**config.mk**
```make
export PLATFORM = sky130hd
export DESIGN_NAME = count_timer_ctrl_flat
export DESIGN_NICKNAME = d
export VERILOG_FILES = /design/src/rtl/timer_pkg.sv /design/src/rtl/count_timer_ctrl_if.sv /design/src/rtl/up_count_core.sv /design/src/rtl/count_timer_ctrl.sv /design/src/flat_wrapper.sv
export SDC_FILE = /design/constraint.sdc
export NUM_CORES = 1
export LEC_CHECK = 0
export CORE_ASPECT_RATIO = 0.9
export CORE_UTILIZATION = 46
export DETAILED_ROUTE_END_ITERATION = 8
export GPL_TIMING_DRIVEN = 0
export PLACE_DENSITY = 0.82
export SYNTH_ARGS = -nofsm -noshare
export SYNTH_HDL_FRONTEND = slang
export SYNTH_HIERARCHICAL = 1
export SYNTH_SLANG_ARGS = --single-unit
```
**constraint.sdc**
```tcl
create_clock -name clk -period 1.85 [get_ports clk]
set_input_delay 0.2775 -clock clk [delete_from_list [all_inputs] [get_ports clk]]
set_output_delay 0.2775 -clock clk [all_outputs]
set_load 0.1 [all_outputs]
```
**src/rtl/timer_pkg.sv**
```systemverilog
// Shared encodings for the count/timer controller: FSM states and run-mode constants.
package timer_pkg;

  typedef enum logic [1:0] {
    IDLE = 2'd0,
    RUN  = 2'd1,
    HOLD = 2'd2,
    DONE = 2'd3
  } state_t;

  localparam logic MODE_ONESHOT  = 1'b0;
  localparam logic MODE_PERIODIC = 1'b1;

endpackage

```
**src/rtl/count_timer_ctrl_if.sv**
```systemverilog
// Control/config/status bundle between the software-facing FSM layer and the timer controller.
interface count_timer_ctrl_if #(
  parameter int WIDTH      = 4,
  parameter int PRESCALE_W = 4
);

  logic                  cfg_valid;
  logic                  cfg_ready;
  logic [WIDTH-1:0]      cfg_limit;
  logic [PRESCALE_W-1:0] cfg_prescale;
  logic                  cfg_mode;
  logic                  start;
  logic                  pause;
  logic                  stop;
  logic [WIDTH-1:0]      count;
  logic                  running;
  logic                  tick;
  logic                  done;

  modport master (
    output cfg_valid, cfg_limit, cfg_prescale, cfg_mode, start, pause, stop,
    input  cfg_ready, count, running, tick, done
  );

  modport slave (
    input  cfg_valid, cfg_limit, cfg_prescale, cfg_mode, start, pause, stop,
    output cfg_ready, count, running, tick, done
  );

endinterface

```
**src/rtl/up_count_core.sv**
```systemverilog
// Plain synchronous up counter with clear-over-enable priority; wraps modulo 2^WIDTH.
module up_count_core #(
  parameter int WIDTH = 4
) (
  input  logic             clk,
  input  logic             reset,
  input  logic             clr,
  input  logic             en,
  output logic [WIDTH-1:0] q
);

  localparam logic [WIDTH-1:0] ONE = WIDTH'(1);

  always_ff @(posedge clk) begin
    if (reset)     q <= '0;
    else if (clr)  q <= '0;
    else if (en)   q <= q + ONE;
  end

endmodule

```
**src/rtl/count_timer_ctrl.sv**
```systemverilog
// Sequencing controller for an up-count datapath: config latch, prescaler, terminal compare,
// start/pause/stop FSM, and registered tick/done/running/ready status.
module count_timer_ctrl
  import timer_pkg::*;
#(
  parameter int WIDTH      = 4,
  parameter int PRESCALE_W = 4
) (
  input  logic              clk,
  input  logic              reset,
  count_timer_ctrl_if.slave bus
);

  state_t                state, state_nx;
  logic [WIDTH-1:0]      lim_r;
  logic [PRESCALE_W-1:0] pre_r;
  logic                  mode_r;
  logic [WIDTH-1:0]      cnt_q;
  logic [PRESCALE_W-1:0] pre_q;

  logic cnt_clr, cnt_en, pre_clr, pre_en, cfg_load, tick_nx, en;
  logic tick_r, done_r, running_r, ready_r;

  up_count_core #(.WIDTH(WIDTH)) u_cnt (
    .clk   (clk),
    .reset (reset),
    .clr   (cnt_clr),
    .en    (cnt_en),
    .q     (cnt_q)
  );

  up_count_core #(.WIDTH(PRESCALE_W)) u_pre (
    .clk   (clk),
    .reset (reset),
    .clr   (pre_clr),
    .en    (pre_en),
    .q     (pre_q)
  );

  // Prescaler terminal: one count step every (prescale+1) RUN cycles
  assign en = (state == RUN) && (pre_q == pre_r);

  always_comb begin
    state_nx = state;
    cnt_clr  = 1'b0;
    cnt_en   = 1'b0;
    pre_clr  = 1'b0;
    pre_en   = 1'b0;
    cfg_load = 1'b0;
    tick_nx  = 1'b0;
    case (state)
      IDLE, DONE: begin
        if (bus.stop) begin
          state_nx = IDLE;
          cnt_clr  = 1'b1;
          pre_clr  = 1'b1;
        end else if (bus.cfg_valid) begin
          cfg_load = 1'b1;
          state_nx = IDLE;
          cnt_clr  = 1'b1;
          pre_clr  = 1'b1;
        end else if (bus.start) begin
          state_nx = RUN;
          cnt_clr  = 1'b1;
          pre_clr  = 1'b1;
        end
      end
      RUN: begin
        if (bus.stop) begin
          state_nx = IDLE;
          cnt_clr  = 1'b1;
          pre_clr  = 1'b1;
        end else if (bus.start) begin
          cnt_clr = 1'b1;
          pre_clr = 1'b1;
        end else if (bus.pause) begin
          state_nx = HOLD;
        end else if (en) begin
          pre_clr = 1'b1;
          if (cnt_q == lim_r) begin
            // Terminal event: periodic wraps, one-shot parks at the limit
            tick_nx = 1'b1;
            if (mode_r == MODE_PERIODIC) cnt_clr  = 1'b1;
            else                         state_nx = DONE;
          end else begin
            cnt_en = 1'b1;
          end
        end else begin
          pre_en = 1'b1;
        end
      end
      HOLD: begin
        if (bus.stop) begin
          state_nx = IDLE;
          cnt_clr  = 1'b1;
          pre_clr  = 1'b1;
        end else if (bus.start) begin
          state_nx = RUN;
        end
      end
      default: state_nx = IDLE;
    endcase
  end

  always_ff @(posedge clk) begin
    if (reset) begin
      state     <= IDLE;
      lim_r     <= '1;
      pre_r     <= '0;
      mode_r    <= MODE_PERIODIC;
      tick_r    <= 1'b0;
      done_r    <= 1'b0;
      running_r <= 1'b0;
      ready_r   <= 1'b1;
    end else begin
      state <= state_nx;
      if (cfg_load) begin
        lim_r  <= bus.cfg_limit;
        pre_r  <= bus.cfg_prescale;
        mode_r <= bus.cfg_mode;
      end
      tick_r    <= tick_nx;
      done_r    <= (state_nx == DONE);
      running_r <= (state_nx == RUN);
      ready_r   <= (state_nx == IDLE) || (state_nx == DONE);
    end
  end

  assign bus.count     = cnt_q;
  assign bus.running   = running_r;
  assign bus.tick      = tick_r;
  assign bus.done      = done_r;
  assign bus.cfg_ready = ready_r;

endmodule
```
**src/flat_wrapper.sv**
```systemverilog
// flat-port wrapper written by rule: the top's interface ports become plain ports
module count_timer_ctrl_flat import timer_pkg::*;
#(
  parameter int WIDTH      = 4,
  parameter int PRESCALE_W = 4
)
  (clk, reset, bus_cfg_valid, bus_cfg_limit, bus_cfg_prescale, bus_cfg_mode, bus_start, bus_pause, bus_stop, bus_cfg_ready, bus_count, bus_running, bus_tick, bus_done);
  count_timer_ctrl_if #(.WIDTH(WIDTH), .PRESCALE_W(PRESCALE_W)) bus_i ();
  input  logic clk;
  input  logic reset;
  input wire logic [$bits(bus_i.cfg_valid)-1:0] bus_cfg_valid;
  input wire logic [$bits(bus_i.cfg_limit)-1:0] bus_cfg_limit;
  input wire logic [$bits(bus_i.cfg_prescale)-1:0] bus_cfg_prescale;
  input wire logic [$bits(bus_i.cfg_mode)-1:0] bus_cfg_mode;
  input wire logic [$bits(bus_i.start)-1:0] bus_start;
  input wire logic [$bits(bus_i.pause)-1:0] bus_pause;
  input wire logic [$bits(bus_i.stop)-1:0] bus_stop;
  output wire logic [$bits(bus_i.cfg_ready)-1:0] bus_cfg_ready;
  output wire logic [$bits(bus_i.count)-1:0] bus_count;
  output wire logic [$bits(bus_i.running)-1:0] bus_running;
  output wire logic [$bits(bus_i.tick)-1:0] bus_tick;
  output wire logic [$bits(bus_i.done)-1:0] bus_done;
  assign bus_i.cfg_valid = bus_cfg_valid;
  assign bus_i.cfg_limit = bus_cfg_limit;
  assign bus_i.cfg_prescale = bus_cfg_prescale;
  assign bus_i.cfg_mode = bus_cfg_mode;
  assign bus_i.start = bus_start;
  assign bus_i.pause = bus_pause;
  assign bus_i.stop = bus_stop;
  assign bus_cfg_ready = bus_i.cfg_ready;
  assign bus_count = bus_i.count;
  assign bus_running = bus_i.running;
  assign bus_tick = bus_i.tick;
  assign bus_done = bus_i.done;
  count_timer_ctrl #(.WIDTH(WIDTH), .PRESCALE_W(PRESCALE_W)) u_core (.clk(clk), .reset(reset), .bus(bus_i));
endmodule
```
==> metrics.md <==
| Metric | Value |
|---|---|
| Status | `finished, violations left` |
| Violations in the final reports | `setup timing` |
| Element type at the critical path start | `flop` |
| Maximum Capacitance Violations | `0` |
| Wire length per cell after detailed routing | `between 15 and 20 µm` |
| Clock skew after layout | `around 4.3 ps` |
| Total Die Area | `~2800 µm²` |
| Clock period minus worst slack | `1880 ps` |
| Number of distinct library cell variants in the gate-level netlist after synthesis | `34` |
| Layout area overhead | `42.5%` |
| Met2 WL post-DR | `between 1500 and 2000 µm` |
| Gr ovfl total | `0` |
| Remaining DRCs | `0` |
| I/O pins | `23` |
| Effective utilization at floorplan | `between 40% and 50%` |
| Die Ht | `a little over 50 µm` |
| Number of slew-limit violations in the final report | `0` |
| Period utilisation layout | `101%` |
| Wl on met1 | `between 1000 and 1500 µm` |
| Post-layout util | `between 60 and 70%` |
| Arrival @ worst endpoint | `between 2000 and 2500 ps` |
| Global-route wire length before repair | `approximately 4700 µm` |
| Flops & latches, synth | `23` |
| Total wirelength of the detailed-routed design | `roughly 3000 µm` |
| Arithmetic-cell share of the synthesized area counting full adders, half adders and majority gates | `~6.2%` |
| Crit Path Max Fanout | `5` |
| Post-Place Cell Area | `~1500 µm²` |
| Clock tree root driver cell | `clkbuf_4` |
| Sum Neg Setup Slack | `-25.0 ps` |
| Share of the yosys chip area belonging to registers | `between 30% and 40%` |
| Longest Clk Path Bufs | `2` |
| Final Hold Fails | `0` |
| # fillers | `about 190` |
| Overall fraction of global-route tracks in use | `a little over a fifth` |
| Area of the mapped netlist | `between 1000 and 1500 µm²` |
| Initial detailed-routing violation count | `30` |
| Least setup slack across all paths after layout | `-25.0 ps` |
| Htree depth | `1` |
| Pin slew with the least headroom to its limit | `953 ps` |
| Count of buffers inserted at the top-level ports | `20` |
| Nets | `184` |
| Layout cell share with drive strength beyond 1 | `between 30 and 40%` |
| Power Density | `roughly 540 nW/µm²` |
| HPWL Detailed | `1950 µm` |
| Count of TritonRoute iterations in the first routing pass | `4` |
| Topmost layer with routed signal wires | `met4` |
| Worst hold slack across all endpoints | `between 300 and 400 ps` |
| Fraction of the mapped netlist area in compound gates | `12.2%` |
| Worst setup path category | `flop to flop` |
| Area fraction of the dominant cell type after synthesis | `a little under two fifths` |
| Total number of clock tree sinks | `23` |
| CP endpoint kind | `flop` |
| Number of antenna diodes | `0` |
| Post-synthesis mux area share | `6.85%` |
| Peak ir drop on the vdd network | `roughly 0.5 mV` |
| Number of buffers inserted during clock tree synthesis | `3` |
| Prevailing post-synth register cell | `dfxtp_1` |
| Vias post-DR | `between 1000 and 1500` |
| Width of the chip | `56.0 µm` |
| Post-synthesis average cell area | `around 9.6 µm²` |
| Number of instances in the synthesized netlist | `126` |
| Final setup viols | `1` |
| Count of non-filler cells in the finished layout | `190` |
| Highest clock rate | `0.533 GHz` |
| Cell accounting for the most synthesized area | `dfxtp_1` |
| Core area | `about 2500 µm²` |
| Most used standard cell by instance count after synthesis | `dfxtp_1` |
| Source-to-sink clock delay at the later pin of the worst-skew pair | `~320 ps` |
| Top post-synthesis cells by area | `dfxtp_1 38%, ha_1 6.2%, xor2_1 5.8%, mux2i_1 5.0%, nor2b_1 4.7%` |
| CTS clock-pin slew for the worst setup and hold paths | `about 130 ps` |
| Required arrival time at the worst endpoint | `2070 ps` |
| Leak pwr | `between 0.6 and 0.7 nW` |
| Worst setup timing slack at the placement stage | `-262 ps` |
| Placed Cells | `~170` |
| Number of enable flip-flop cells after synthesis | `0` |
| Number of cell rows | `17` |
| Antenna violations before repair | `0` |
| Main combinational cell family by area after synthesis | `simple AND/OR/NAND/NOR gates` |
| Commonest cells in the netlist | `23 x dfxtp_1, 11 x nor2_1, 9 x nor2b_1` |
| Number of global-route vias before repair | `roughly 1000` |
| TritonCTS clock tree | `built` |
| Parity-gate share of the synthesized area counting xor and xnor cells | `7.26%` |
| Setup repair after global routing missed its margin | `yes` |
| ANT nets after route | `0` |
| Cts hold-fix bufs | `0` |
| Post-detailed-route via-to-cell ratio | `around 5.6` |
| Sum of met3 wire segment lengths after detailed routing | `133 µm` |
| Maximum number of pins on one net before global-route repair | `15` |
| Final Instance Area | `approximately 1700 µm²` |
| Class of the tightest hold or removal check | `primary input to flop` |
| Net count after synthesis | `roughly 150` |
| Power, Total | `roughly 0.93 mW` |
| Yosys warnings | `6` |
| Simple-Gate Fraction of Synth Area | `about a quarter` |
| Share of async-settable or async-resettable flops after synthesis | `0%` |
| Max-slew headroom | `between 30 and 40%` |
| Routability-driven placement congestion ratio | `roughly 0.88` |
-- final timing paths --
check	to	slack (ps)	start	cells past startpoint
worst min register to register	u_core/pre_r[0]$_SDFFE_PP0P_	520	u_core/pre_r[0]$_SDFFE_PP0P_	2
worst max register to register	u_core/bus.cfg_ready$_SDFF_PP1_	-30	u_core/state[0]$_SDFF_PP0_	8
worst max-delay path	u_core/bus.cfg_ready$_SDFF_PP1_	-30	u_core/state[0]$_SDFF_PP0_	8
worst min-delay path	u_core/state[1]$_SDFF_PP0_	350	bus_stop	2
-- layout by cell type (no fill, tap or decap), drive strengths merged --
cell,synthesis,final
a2111oi,1,1
a211o,5,5
a21bo,2,2
a21oi,5,5
and2,1,1
and2b,2,2
buf,1,13
clkbuf,3,7
clkdlybuf4s15,0,3
clkdlybuf4s50,0,12
dfxtp,23,23
dlygate4sd2,0,4
ha,6,6
inv,2,3
mux2,2,2
mux2i,6,6
nand2,6,6
nand3b,5,5
nand4,4,4
nor2,11,11
nor2b,9,9
nor3,5,5
nor3b,2,2
nor4,4,4
nor4bb,1,1
o21a,1,1
o21ai,2,2
o22a,1,1
o22ai,1,1
o32ai,2,2
or2,3,3
xnor2,2,2
xor2,8,8
-- layer usage --
layer  track usage, %  vias to the layer above
li1                 -                      523
met1             25.4                      507
met2             39.3                       32
met3             5.67                        2
met4             5.28                        0
met5                0                        -
-- cell families (layout without fill, tap and decap cells) --
group | count (synthesis) | count (layout)
xor gates and xnor gates | 10 | 10
muxes | 8 | 8
adders and majority gates | 6 | 6
AOI/OAI and AO/OA | 20 | 20
and+or+nand+nor | 53 | 53
DFF | 23 | 23
buffers and inverters | 6 | 42
-- registers in the layout (all words and copies together), names as in the netlist --
signal                count
u_core/pre_r              4
u_core/mode_r             1
u_core/bus.tick           1
u_core/bus.done           1
u_core/lim_r              4
u_core/u_pre/q            4
u_core/bus.cfg_ready      1
u_core/bus.running        1
u_core/state              2
u_core/u_cnt/q            4
-- power by group --
| group | leakage, nW | switching [mW] | internal (mW) |
|---|---|---|---|
| Sequential | 0.194 | 0.0111 | 0.504 |
| Combinational | 0.449 | 0.0894 | 0.0874 |
| Clock | 0.0183 | 0.157 | 0.0841 |
-- what timing repair did --
item,in CTS,in global routing
setup buffers,8,4
setup endpoints to repair,20,14
resized for setup,29,15
pin swaps,5,7
-- critical path: stages (launching register included) --
cell     delay, ps
dfxtp_2        370
inv_2           50
ha_4           210
and2_4         160
nor4_4         260
nor2b_2         80
o21a_1         210
ha_4           220
or2_4          210
-- layout make-up --
type / count / area [µm²] / share of cell area (%)
buffer: 4 / 23.8 / 1.38
clock buffer: 3 / 22.5 / 1.31
tap: 28 / 35.0 / 2.04
clock inverter: 1 / 6.26 / 0.364
inverter: 2 / 7.51 / 0.437
sequential: 23 / 484 / 28.2
timing repair buffer: 32 / 280 / 16.3
multi-input combinational: 97 / 860 / 50.0
Note: power is estimated with default switching activity, not from simulation.
==> variant 1: new RTL, same flow settings <==
`PRESCALE_W` is set to 4 in 3 places; all go to 6.
--- a/src/rtl/count_timer_ctrl_if.sv
+++ b/src/rtl/count_timer_ctrl_if.sv
@@ -1,7 +1,7 @@
 // Control/config/status bundle between the software-facing FSM layer and the timer controller.
 interface count_timer_ctrl_if #(
   parameter int WIDTH      = 4,
-  parameter int PRESCALE_W = 4
+  parameter int PRESCALE_W = 6
 );
 
   logic                  cfg_valid;
--- a/src/rtl/count_timer_ctrl.sv
+++ b/src/rtl/count_timer_ctrl.sv
@@ -4,7 +4,7 @@
   import timer_pkg::*;
 #(
   parameter int WIDTH      = 4,
-  parameter int PRESCALE_W = 4
+  parameter int PRESCALE_W = 6
 ) (
   input  logic              clk,
   input  logic              reset,
--- a/src/flat_wrapper.sv
+++ b/src/flat_wrapper.sv
@@ -2,7 +2,7 @@
 module count_timer_ctrl_flat import timer_pkg::*;
 #(
   parameter int WIDTH      = 4,
-  parameter int PRESCALE_W = 4
+  parameter int PRESCALE_W = 6
 )
   (clk, reset, bus_cfg_valid, bus_cfg_limit, bus_cfg_prescale, bus_cfg_mode, bus_start, bus_pause, bus_stop, bus_cfg_ready, bus_count, bus_running, bus_tick, bus_done);
   count_timer_ctrl_if #(.WIDTH(WIDTH), .PRESCALE_W(PRESCALE_W)) bus_i ();
Interface: changed (resized bus_cfg_prescale); port bits go from 23 to 25. No check against the original RTL was run, so the function may have changed too.
==> variant 1 against the original RTL <==
- the run still ends with setup timing left
- final cell count grew 22%
- worst setup slack worse by 0.26 ns
- total power increased by 10%
- clock skew is 0.0023 ns lower
- combinational power fell by 7%
- synthesized area is 13% higher
- sequential cell count grew 4
- routed wire length grew 3.7%
- final area is 9.0% higher
- first-iteration DRC count increased by 10%
- sequential share of layout area grew 1.7 points
- critical path depth is 1 lower
- critical path type unchanged
- largest cell class unchanged
- highest routed layer unchanged
==> variant 1: results <==
outcome:
  violations: "setup timing"
  status: "finished with violations"
layout:
  fill_cells: 231
  final_layout_size_suffix_gt1_share_pct: 27.1
  num-multi-input-gates: 120
  area_delta_synth_final_pct: 36.9
  nonClockInverterCount: 3
  register_area_sq_um: 561
  signal_buffers: 38
  nNetsFinal: 216
place:
  portBuffers: 23
  placed_cell_area_sq_mm: 0.00170
  detailed_place_hpwl_mm: 2.12
  dp_slack_ns: -0.563
clock_tree:
  cts_setup_buffers: 6
  clock_sinks: 27
  clkSlewWorstSetupHoldPaths_ns: 0.15
global_routing:
  gr-usage-all-layers_pct: 20.3
  grt_first_pass_wirelength_mm: 4.83
  grt_max_degree: 17
sta:
  fin_skew_ns: 0.00204
  finalSetupViolations: 15
  worstMarginPinSlew_ns: 0.954
  finalWorstSetupSlack_ns: -0.289
  tns_ns: -2.28
yosys:
  synth-seq-area-share_pct: 39.5
  synthAdderAreaFrac_pct: 5.48
  yosys-top-cells-area: "dfxtp_1 (39%), nand2_1 (7.1%), xnor2_1 (5.8%)"
  synth_compound_area_share_pct: 12.8
  synth_nets: 179
worst_setup_path:
  crit_slowest_cell: "or4_4"
  cpPeakStageDelay_ns: 0.45
  rr_worst_depth: 7
pwr:
  leakage_nw: 0.749
  power-per-cell-area_mw_per_mm2: 550
  ir_drop_uv: 512
route:
  dr.first_iter.drc_count: 33
  via_per_inst: 5.28
  wirelength_mm: 3.09
-- variant 1: changes by cell type in the layout (fill, tap and decap cells not counted), moves of 5 or more --
cell and delta:
nor2b_1 -5, dfxtp_1 +9, dfxtp_2 -6, a21oi_1 +6
xnor2_1 +7, nand2_1 +21
-- variant 1: stage by stage --
step,std cells,power [mW],hold WS (ns)
2_1_floorplan,156,0.701,0.395
3_3_place_gp,219,0.753,0.459
3_5_place_dp,219,0.759,0.469
4_1_cts,228,1.03,0.273
5_1_grt,232,1.08,0.300
6_report,232,1.03,0.284
-- variant 1: layer usage --
layer / share of wire, % / track usage, % / wire length [um]
met4: 1.3 / 6.20 / 40
met5: 0 / 0 / 0
met2: 51 / 35.4 / 1590
met3: 3.6 / 6.97 / 110
met1: 44 / 23.5 / 1350
-- variant 1: report_power, final --
group / total (mW) / internal (mW) / switching (mW) / leakage [nW]
clock: 0.266 / 0.0829 / 0.183 / 0.0139
sequential: 0.600 / 0.590 / 0.00990 / 0.224
combinational: 0.164 / 0.0809 / 0.0832 / 0.511
==> variant 2: new RTL, same flow settings <==
Made on the original files. Re-encode `state_t` (4 states) as Gray code, 2 bits wide.
--- a/src/rtl/timer_pkg.sv
+++ b/src/rtl/timer_pkg.sv
@@ -2,10 +2,10 @@
 package timer_pkg;
 
   typedef enum logic [1:0] {
-    IDLE = 2'd0,
-    RUN  = 2'd1,
-    HOLD = 2'd2,
-    DONE = 2'd3
+    IDLE = 2'b00,
+    RUN  = 2'b01,
+    HOLD = 2'b11,
+    DONE = 2'b10
   } state_t;
 
   localparam logic MODE_ONESHOT  = 1'b0;
Check against the original RTL: same outputs for any inputs over 10 cycles, from zero or initial values and one cycle with reset high; not proved beyond that.
==> variant 2 against the original RTL <==
- the run still ends with setup timing left
- routed wire length is 11% lower
- global-route usage is 2.2 points lower
- synthesized area is 1.8% lower
- final area is 8.5% lower
- sequential cell count stayed put
- total power is 3.6% lower
- worst setup slack worse by 0.044 ns
- largest power group unchanged
==> variant 2: results <==
global_routing:
  grt_first_pass_wirelength_mm: 4.18
  grt_max_degree: 13
  first_global_vias: 967
  gr-usage-all-layers_pct: 19.5
hold_path:
  min_path_cells: 3
  hold_path_end: "u_core/pre_r[2]"
  min_from: "bus_cfg_prescale[2]"
sta:
  fin_hold_ws_ns: 0.519
  slew-limit-headroom_pct: 36.6
  finalSetupViolations: 1
  tns_ns: -0.0694
  finalWorstSetupSlack_ns: -0.0694
  fin_skew_ns: 0.00363
pwr:
  ir_drop_uv: 395
  leakage_nw: 0.558
route:
  dr.first_iter.drc_count: 20
  wirelength_mm: 2.67
  drtPass1Iterations: 5
  vias: 1071
yosys:
  synth.distinct_cells: 41
  yosys-top-cells-area: "dfxtp_1 (39%), a21oi_1 (4.6%), a211o_1 (3.7%)"
  synth_common_cells: "dfxtp_1 (23), a21oi_1 (11), nand2_1 (8), nor2_1 (8), nor2b_1 (7)"
  synth_nets: 143
  synth-seq-area-share_pct: 38.9
place:
  detailed_place_hpwl_mm: 1.83
  dp_slack_ns: -0.451
  placed_cell_area_sq_mm: 0.00148
  place.gp.congestion: 0.843
layout:
  n_clock_buffer: 4
  multi_input_area_sq_um: 757
  fill_cells: 204
  layoutNonFillerInstCount: 184
  design.seq.count: 23
  nNetsFinal: 174
  signal_buffers: 30
  area_delta_synth_final_pct: 32.7
  final_layout_size_suffix_gt1_share_pct: 25.6
  buf_share_pct: 16.7
  clock_area_share_pct: 1.67
outcome:
  status: "finished with violations"
  violations: "setup timing"
clock_tree:
  ctsResizeCount: 18
  cts_setup_buffers: 2
  cts_root_buf: "clkbuf_4"
worst_setup_path:
  timing.rr.end: "u_core/u_cnt/q[3]"
  cpPeakStageDelay_ns: 0.41
  cp.arrival_ns: 2.13
  r2r_start: "u_core/pre_r[1]"
  rr_worst_depth: 6
variant 2: layer usage:
| layer | vias to the layer above | global-route usage [%] | part of all wire [%] |
|---|---|---|---|
| met5 | - | 0 | 0 |
| met1 | 505 | 24.6 | 45 |
| met4 | 0 | 11.3 | 1.9 |
| li1 | 521 | - | - |
| met2 | 38 | 31.1 | 48 |
| met3 | 7 | 3.87 | 5.1 |
variant 2: cells by family after synthesis:
group | Yosys count | share of synthesized area [%]
adder cells (fa/ha/maj) | 2 | 2.11
AO/OA/AOI/OAI | 33 | 20.8
AND/OR/NAND/NOR | 51 | 26.9
multiplexers | 4 | 3.59
flip-flops | 23 | 38.9
XOR/XNOR | 7 | 5.17
buffers and inverters | 6 | 2.53
variant 2: power by group:
part	total [mW]	internal, mW	switching [mW]
clock network	0.235	0.0842	0.151
registers	0.511	0.501	0.0104
logic	0.153	0.0721	0.0809
